**src/rtl/keypad_pkg.sv**
```systemverilog
// Shared definitions for the 4x4 keypad scanner.
// Holds the scanner state enum, the keypad geometry, the key-code width and
// a helper that picks the lowest-numbered active (low) row.
package keypad_pkg;

  localparam int NUM_COLS = 4;
  localparam int NUM_ROWS = 4;
  localparam int KEY_W    = 4;
  localparam int COL_W    = $clog2(NUM_COLS);
  localparam int ROW_W    = $clog2(NUM_ROWS);

  typedef enum logic [1:0] {
    ST_SCAN     = 2'd0,
    ST_DEBOUNCE = 2'd1,
    ST_RELEASE  = 2'd2
  } state_t;

  // Rows are active-low. Walking downward lets the lowest-numbered low row win.
  // The result is only meaningful when at least one row is low.
  function automatic logic [ROW_W-1:0] lowest_low_row(input logic [NUM_ROWS-1:0] rows);
    logic [ROW_W-1:0] low;
    low = '0;
    for (int r = NUM_ROWS - 1; r >= 0; r--) begin
      if (!rows[r]) low = ROW_W'(r);
    end
    return low;
  endfunction

endpackage

```
**src/rtl/scan_tick_gen.sv**
```systemverilog
// Scan-rate prescaler.
// Counts 0..TICK_DIV-1 on clk and raises tick for the single cycle in which
// the count sits at TICK_DIV-1. tick is a clock enable, not a clock.
//   clk   : system clock
//   reset : asynchronous, active-high
//   tick  : one-cycle enable pulse every TICK_DIV clocks
module scan_tick_gen #(
  parameter int TICK_DIV = 50000
) (
  input  logic clk,
  input  logic reset,
  output logic tick
);

  localparam int                CNT_W   = $clog2(TICK_DIV - 1) + 1;
  localparam logic [CNT_W-1:0]  CNT_MAX = CNT_W'(TICK_DIV - 1);

  logic [CNT_W-1:0] cnt;

  always_ff @(posedge clk or posedge reset) begin
    if (reset) begin
      cnt <= '0;
    end else if (cnt == CNT_MAX) begin
      cnt <= '0;
    end else begin
      cnt <= cnt + CNT_W'(1);
    end
  end

  assign tick = (cnt == CNT_MAX);

endmodule

```
**src/rtl/keypad_scan_ctrl.sv**
```systemverilog
// 4x4 matrix keypad scanner with debounce and a one-entry output register.
// One column is driven low at a time; the rows are read back through a
// two-flop synchronizer. A press must be seen on DEBOUNCE consecutive ticks
// before it is accepted, and the key must read released for DEBOUNCE
// consecutive ticks before scanning resumes.
//   clk         : system clock
//   reset       : asynchronous, active-high
//   row_in      : keypad rows, active-low, asynchronous to clk
//   col_out     : keypad column drive, active-low, one-cold
//   key_code    : accepted key, row*4+col
//   key_valid   : key_code holds an unconsumed key
//   key_ready   : consumer takes key_code when key_valid is also high
//   overrun     : sticky, a key was dropped because the output was full
//   overrun_clr : synchronous clear of overrun (a same-cycle drop wins)
module keypad_scan_ctrl
  import keypad_pkg::*;
#(
  parameter int TICK_DIV = 50000,
  parameter int DEBOUNCE = 4
) (
  input  logic                clk,
  input  logic                reset,
  input  logic [NUM_ROWS-1:0] row_in,
  output logic [NUM_COLS-1:0] col_out,
  output logic [KEY_W-1:0]    key_code,
  output logic                key_valid,
  input  logic                key_ready,
  output logic                overrun,
  input  logic                overrun_clr
);

  localparam int               DB_W   = $clog2(DEBOUNCE) + 1;
  localparam logic [DB_W-1:0]  DB_MAX = DB_W'(DEBOUNCE);

  logic                tick;
  logic [NUM_ROWS-1:0] row_sync_p0;
  logic [NUM_ROWS-1:0] row_sync_p1;
  logic [NUM_ROWS-1:0] rs;
  logic [ROW_W-1:0]    low_row;
  logic                any_low;

  state_t           state,    state_nx;
  logic [COL_W-1:0] col,      col_nx;
  logic [ROW_W-1:0] cand_row, cand_row_nx;
  logic [DB_W-1:0]  db_cnt,   db_cnt_nx;
  logic [DB_W-1:0]  rel_cnt,  rel_cnt_nx;
  logic             accept;
  logic             handshake;
  logic             load_key;
  logic [KEY_W-1:0] accept_code;

  scan_tick_gen #(
    .TICK_DIV (TICK_DIV)
  ) u_tick (
    .clk   (clk),
    .reset (reset),
    .tick  (tick)
  );

  // Stage p0 -> p1: row synchronizer, idles at all-released.
  always_ff @(posedge clk or posedge reset) begin
    if (reset) begin
      row_sync_p0 <= '1;
      row_sync_p1 <= '1;
    end else begin
      row_sync_p0 <= row_in;
      row_sync_p1 <= row_sync_p0;
    end
  end

  assign rs      = row_sync_p1;
  assign any_low = ~&rs;
  assign low_row = lowest_low_row(rs);

  always_ff @(posedge clk or posedge reset) begin
    if (reset) begin
      state    <= ST_SCAN;
      col      <= '0;
      cand_row <= '0;
      db_cnt   <= '0;
      rel_cnt  <= '0;
    end else begin
      state    <= state_nx;
      col      <= col_nx;
      cand_row <= cand_row_nx;
      db_cnt   <= db_cnt_nx;
      rel_cnt  <= rel_cnt_nx;
    end
  end

  // All transitions are gated by tick; the column only moves when the
  // scanner is idle or gives up on a key.
  always_comb begin
    state_nx    = state;
    col_nx      = col;
    cand_row_nx = cand_row;
    db_cnt_nx   = db_cnt;
    rel_cnt_nx  = rel_cnt;
    accept      = 1'b0;
    if (tick) begin
      case (state)
        ST_SCAN: begin
          if (!any_low) begin
            col_nx = col + COL_W'(1);
          end else begin
            cand_row_nx = low_row;
            db_cnt_nx   = DB_W'(1);
            if (DEBOUNCE == 1) begin
              accept     = 1'b1;
              rel_cnt_nx = '0;
              state_nx   = ST_RELEASE;
            end else begin
              state_nx = ST_DEBOUNCE;
            end
          end
        end
        ST_DEBOUNCE: begin
          if (any_low && (low_row == cand_row)) begin
            db_cnt_nx = db_cnt + DB_W'(1);
            if (db_cnt + DB_W'(1) == DB_MAX) begin
              accept     = 1'b1;
              rel_cnt_nx = '0;
              state_nx   = ST_RELEASE;
            end
          end else begin
            db_cnt_nx = '0;
            col_nx    = col + COL_W'(1);
            state_nx  = ST_SCAN;
          end
        end
        ST_RELEASE: begin
          if (rs[cand_row]) begin
            if (rel_cnt + DB_W'(1) == DB_MAX) begin
              rel_cnt_nx = '0;
              db_cnt_nx  = '0;
              col_nx     = col + COL_W'(1);
              state_nx   = ST_SCAN;
            end else begin
              rel_cnt_nx = rel_cnt + DB_W'(1);
            end
          end else begin
            rel_cnt_nx = '0;
          end
        end
        default: begin
          state_nx = ST_SCAN;
        end
      endcase
    end
  end

  // A slot freed by a same-cycle handshake can take the new key immediately.
  assign handshake   = key_valid & key_ready;
  assign load_key    = accept & (~key_valid | handshake);
  assign accept_code = {cand_row_nx, col};

  always_ff @(posedge clk or posedge reset) begin
    if (reset) begin
      key_code  <= '0;
      key_valid <= 1'b0;
      overrun   <= 1'b0;
    end else begin
      if (load_key) begin
        key_code  <= accept_code;
        key_valid <= 1'b1;
      end else if (handshake) begin
        key_valid <= 1'b0;
      end
      if (accept && !load_key) begin
        overrun <= 1'b1;
      end else if (overrun_clr) begin
        overrun <= 1'b0;
      end
    end
  end

  assign col_out = ~(NUM_COLS'(1) << col);

endmodule

```
**config.mk**
```make
export PLATFORM = sky130hd
export DESIGN_NAME = keypad_scan_ctrl
export DESIGN_NICKNAME = d
export VERILOG_FILES = /design/src/rtl/keypad_pkg.sv /design/src/rtl/scan_tick_gen.sv /design/src/rtl/keypad_scan_ctrl.sv
export SDC_FILE = /design/constraint.sdc
export NUM_CORES = 1
export LEC_CHECK = 0
export BUFFER_PORTS_ARGS = -buffer_cell sky130_fd_sc_hd__buf_2
export CORE_ASPECT_RATIO = 1.2
export CORE_MARGIN = 5
export CORE_UTILIZATION = 25
export DETAILED_ROUTE_END_ITERATION = 10
export SETUP_SLACK_MARGIN = 0.4
export SLEW_MARGIN = 30
export SYNTH_ARGS = -nofsm -noshare
export SYNTH_HDL_FRONTEND = slang
export SYNTH_SLANG_ARGS = --single-unit
```
**constraint.sdc**
```tcl
create_clock -name clk -period 2.7 [get_ports clk]
set_input_delay 0.54 -clock clk [delete_from_list [all_inputs] [get_ports clk]]
set_output_delay 0.54 -clock clk [all_outputs]
set_load 0.005 [all_outputs]
```
Word level (Yosys, flattened, before mapping)
Index checks and enable logic that the tools add are counted.

$add $sub $neg: 4. Order comparisons: 1. Equal/unequal tests: 14. Shift-type cells: 1. Muxes and demuxes: 39. Bitwise gates (word level): 5. Reductions and logical operators: 14.

Operators with widths (number): 2-to-1 mux 2 bit (16); 2-to-1 mux 3 bit (8); adder 17 x 1 -> 17 bit, second input constant (1); == test 17 x 16 -> 1 bit, second input constant (1); 2-to-1 mux 17 bit (1); inequality test 2 bit, second input constant (7); case mux 2 bit (3 select lines) (2); AND reduction 5 bit (2); 2-to-1 mux 1 bit (9); case mux 3 bit (3 select lines) (1); AND reduction 4 bit (2); adder 3 x 1 -> 3 bit, second input constant (2); == test 3 bit, second input constant (2); case mux 3 bit (2 select lines) (1); AND reduction 6 bit (1); nonzero test 2 bit (3); NOT 4 bit (1); left shift 1 x 2 -> 4 bit, first input constant (1); < comparator 2 x 3 -> 1 bit, second input constant (1); inequality test 3 bit, second input constant (1); nonzero test 3 bit (1); adder 2 x 1 -> 2 bit, second input constant (1); AND 1 bit (2); binary-select mux 1 bit (select 2 bit) (1); 8 further kinds (10).

Flip-flop bits (word level): 43.

Logic depth before layout (Yosys ltp)
Depth in word-level cells: 13. Gate-level depth with buffers: 8. Gate-level depth less buffers: 7.

Modules after synthesis
Synthesis repeated with hierarchy kept, for this count alone.

Cells, all modules: 194. Area, all modules: 2174.6 µm².

Modules (own cells, without submodules): keypad_scan_ctrl (times used 1, cells each 118, area each 1380.1 µm², sequential area each 660.6 µm²); scan_tick_gen (times used 1, cells each 76, area each 794.5 µm², sequential area each 425.4 µm²).

Worst setup path before layout
No wires, ideal clock.

Path type: register to register. From: register row_sync_p1[0]. To: register db_cnt[0]. Setup time: 0.127 ns. Arrival time: 1.863 ns. Required time: 2.573 ns. Setup slack: 0.710 ns. Cell stages (with the launch flop): 8. Path buffers: 2. Clock period less this slack: 1.990 ns. Cell sequence: dfstp_2 -> clkbuf_1 -> mux4_2 -> a31oi_1 -> or4_1 -> clkbuf_2 -> a211oi_1 -> a21oi_1.

Longest elaborated chain between the ends: 5. Elaborated cells on any way between the ends: 12.

RTL lines: start: declaration (line keypad_scan_ctrl.sv:37) `logic [NUM_ROWS-1:0] row_sync_p1;`; start signal: assignment (line keypad_scan_ctrl.sv:67) `row_sync_p1 <= row_sync_p0;`; 2-to-1 mux 2 bit or AND reduction 4 bit (tied branches) (line keypad_pkg.sv:24, keypad_scan_ctrl.sv:72); == test 2 bit or logical NOT 1 bit (tied branches) (line keypad_scan_ctrl.sv:118, keypad_scan_ctrl.sv:72); logical AND 1 bit (line keypad_scan_ctrl.sv:118) `if (any_low && (low_row == cand_row)) begin`; 2-to-1 mux 3 bit (line keypad_scan_ctrl.sv:118); case mux 3 bit (3 select lines) (line keypad_scan_ctrl.sv:101) `case (state)`; end signal: assignment (line keypad_scan_ctrl.sv:86) `db_cnt <= db_cnt_nx;`; end: declaration (line keypad_scan_ctrl.sv:45) `logic [DB_W-1:0] db_cnt, db_cnt_nx;`.

Several ways; a longest one is shown, not always the timed one. The select of a mux whose other input is x is not followed. A chain may end at the register's enable or synchronous reset.

Worst setup path in the final report
From: register cand_row[0]. To: register col[1].

Longest elaborated chain between the ends: 4. Elaborated cells on any way between the ends: 7.

RTL lines: start: declaration (line keypad_scan_ctrl.sv:44) `logic [ROW_W-1:0] cand_row, cand_row_nx;`; start signal: assignment (line keypad_scan_ctrl.sv:85) `cand_row <= cand_row_nx;`; binary-select mux 1 bit (select 2 bit) or == test 2 bit (tied branches) (line keypad_scan_ctrl.sv:132, keypad_scan_ctrl.sv:118); 2-to-1 mux 1 bit (implied by the code) or logical AND 1 bit (tied branches) (line keypad_scan_ctrl.sv:132, keypad_scan_ctrl.sv:118); inequality test 2 bit (no line); AND reduction 6 bit (no line) (*); end signal: assignment (line keypad_scan_ctrl.sv:84) `col <= col_nx;`; end: declaration (line keypad_scan_ctrl.sv:43) `logic [COL_W-1:0] col, col_nx;`.

Every way passes the cells marked *; elsewhere a longest branch is shown, timed or not. The select of a mux whose other input is x is not followed.

==> results by group <==
STA
  • RSZ-0062 raised after global routing: no
  • Worst Clk Skew: around 0.0063 ns
  • PnR worst setup slack: about 0.62 ns
  • Slew Limit Fails: 0
  • Fin Setup TNS: 0 ns
  • Slew HR: 50.0%
  • Final setup fails: 0
  • Hold_ws: 0.337 ns
  • Tcrit/Tclk final: 77.1%
  • Final min period: ~2.1 ns
  • Final Hold Fails: 0
  • Worst slew pin tran: 0.743 ns
  • Max Fclk: 480 MHz

Clock network
  • TritonCTS buffer count: 5
  • Worst-skew pair later-pin latency: 0.30 ns
  • Clock root cell: clkbuf_8
  • CTS sink count: 43
  • H-tree Lvls: 2
  • Post-CTS sizing: 0
  • TritonCTS clock tree: done
  • Post-CTS Setup Bufs: 0
  • Hold-fix buffer count after cts: 0
  • CTS Buffer Depth: 2
  • Clock-pin slew on the worst setup and hold paths: around 0.09 ns

Worst setup path
  • Crit path cell chain: mux4_2 > a31oi_1 > nor3b_1 > nand3_1 > mux2_2
  • Crit end category: flop
  • Max FO, Critical Path: 7
  • WP buf/inv: 0
  • Crit-path slowest cell: mux4_2
  • Worst EP arrival: around 2.3 ns
  • CP Data Required Time: between 2 and 3 ns
  • Family with the most delay on the worst path: multiplexers
  • Worst setup SP type: flop
  • Worst setup path class: flop to flop
  • Crit path largest cell delay: 0.58 ns

Power
  • Pleak: about 1.1 nW
  • NetSw: roughly 0.25 mW
  • Power, Total: about 1.2 mW
  • Power share of the clock group: 42.5%
  • Reg power frac: a little under three fifths
  • Sw Share: about a fifth
  • Peak supply drop: between 300 and 400 µV
  • Cell Pwr Density: 483 nW/µm²
  • Combinational Power Share: roughly 2.1%
  • Internal power: 0.939 mW

Cells and area
  • Post-Layout Cell Count: 339
  • Share of layout cells above drive strength 1: between 10% and 20%
  • Commonest non-fill, non-tap cell in the layout: dfrtp_1
  • FILL cells: between 800 and 900
  • Area added between synthesis and finish: 15.8%
  • ANT cells: 0
  • Commonest cells after routing, fill and taps aside: 35 x dfrtp_1, 18 x nand2_1, 17 x buf_2
  • Final-stage net count: roughly 240

Routing
  • 1st-iter DRT viols: 61
  • Via-to-Cell Ratio: approximately 4.3
  • Post-DR wirelength/cell: around 12 µm
  • DRC: 0
  • Via Count: between 1,000 and 1,500
  • Total Wirelength: around 4000 µm
  • Routed Antenna Nets: 0
  • DRT Pass-1 Iters: 4

Yosys
  • Mapped cell area: between 2000 and 2500 µm²
  • Syn avg cell area: 10.7 µm²
  • Yosys warns: 0
  • Cells after Synth: 199
  • Syn_nets: 220
  • Synth Register Bits: 43
  • Synth top area share: roughly two fifths
  • Top post-synthesis cells by area: dfrtp_1 41%, dfstp_2 9.9%, ha_1 7.6%, xor2_1 3.7%, nand2_1 3.2%
  • Sequential-to-total area share from yosys stat: between 50% and 60%
  • Distinct cells, synth: 40
  • Cell accounting for the most synthesized area: dfrtp_1

Floorplan
  • Initial Utilization: 25.2%
  • Die Height: about 110 µm
  • Die ar.: roughly 10,000 µm²
  • I/O Pins: 18
  • Die X: roughly 94 µm
  • Core Box Area: 8470 µm²
  • Row count: 37

Place
  • Count of input and output buffers: 17
  • Inst Count DP: ~330
  • Routability cong.: around 0.84
  • Post-detail-place hpwl: 2920 µm
  • Dpl ws: ~0.64 ns

Job
  • Max-cap viol count: 0

Global route
  • Vias in the first global route: roughly 1,600
  • First-pass GRT wire length: ~7100 µm
  • Pin count of the biggest net entering global routing: 44
  • Grt total ovfl: 0
  • GRT Overall Usage: 8.31%
  • Initial antenna violation count: 0

Hold path
  • Hold Path Class: input pin to flop

Outcome
  • Status: completed
final cells by class:
cell class	count	area, µm²	area share, %
Timing Repair Buffer	18	92.6	3.75
Clock buffer	5	68.8	2.78
Sequential cell	43	1090	43.9
Clock inverter	3	42.5	1.72
Tap cell	117	146	5.92
Multi-Input combinational cell	136	971	39.3
Inverter	17	63.8	2.58
power by group through the flow:
stage / combinational (mW) / sequential (mW) / clock [mW]
finish: 0.0248 / 0.661 / 0.508
CTS: 0.0263 / 0.661 / 0.526
global route: 0.0300 / 0.662 / 0.547
global placement: 0.0261 / 0.673 / 0
detailed placement: 0.0262 / 0.673 / 0
floorplan: 0.0169 / 0.670 / 0
cell families (layout without fill, tap and decap cells):
logic type,after synthesis,in the layout,synth area share [%]
adders and majority gates,13,13,7.62
DFF,43,43,50.9
and+or+nand+nor,73,73,19.0
muxes,8,8,4.69
AOI/OAI and AO/OA,26,26,7.63
xor gates and xnor gates,16,16,6.57
buffers and inverters,20,43,3.58
stage by stage:
stage                     utilization (%)  area [µm²]
after floorplan                         -        2130
after global placement               27.9        2360
after detailed placement             27.9        2360
after CTS                            29.2        2470
after global routing                 29.2        2470
final                                29.2        2470
layer usage:
metal,GRT usage (%),vias to the layer above,share of wire [%]
li1,-,738,-
met1,9.07,706,44
met2,14.8,19,50
met3,2.10,9,3.4
met4,3.76,0,2.4
met5,0,-,0
flip-flops by register name, indices dropped and copies added (netlist names):
| register | flops |
|---|---|
| cand_row | 2 |
| row_sync_p0 | 4 |
| db_cnt | 3 |
| row_sync_p1 | 4 |
| u_tick.cnt | 17 |
| key_valid | 1 |
| col | 2 |
| state | 2 |
| overrun | 1 |
| rel_cnt | 3 |
| key_code | 4 |
cells in the mapped netlist:
library cell / number
clkbuf_1: 2
mux2i_1: 1
a211oi_1: 1
and3_1: 2
nand2_1: 18
and4bb_2: 1
o22ai_1: 1
ha_1: 13
o41ai_1: 2
nand2b_1: 1
nand3b_1: 2
nor2b_1: 1
nor3_1: 5
nor4b_2: 2
o31ai_1: 4
nor2_1: 11
clkbuf_2: 1
or2_2: 1
and2_1: 2
o21ai_0: 6
and4_1: 3
or4_1: 1
mux2_2: 6
a21o_1: 1
xor2_1: 9
a21oi_1: 6
nor4b_1: 1
or3_1: 1
dfrtp_1: 35
inv_1: 17
o31a_1: 1
dfstp_2: 8
xnor2_1: 7
nor3b_1: 1
nor4_1: 1
nand4_1: 7
nand3_1: 11
mux4_2: 1
a31oi_1: 4
and3b_1: 1
path summary, 6_finish.rpt:
| kind | start | slack (ns) | cells after the start | end |
|---|---|---|---|---|
| max in group asynchronous | reset | 1.97 | 3 | row_sync_p0[3]$_DFF_PP1_ |
| hold / removal | row_in[0] | 0.34 | 1 | row_sync_p0[0]$_DFF_PP1_ |
| hold reg to reg | row_sync_p0[1]$_DFF_PP1_ | 0.36 | 0 | row_sync_p1[1]$_DFF_PP1_ |
| min in group asynchronous | reset | 0.36 | 3 | rel_cnt[1]$_DFFE_PP0P_ |
| setup / recovery | cand_row[0]$_DFF_PP0_ | 0.62 | 5 | col[1]$_DFFE_PP0P_ |
| setup reg to reg | cand_row[0]$_DFF_PP0_ | 0.62 | 5 | col[1]$_DFFE_PP0P_ |
(Power assumes the default switching activity.)
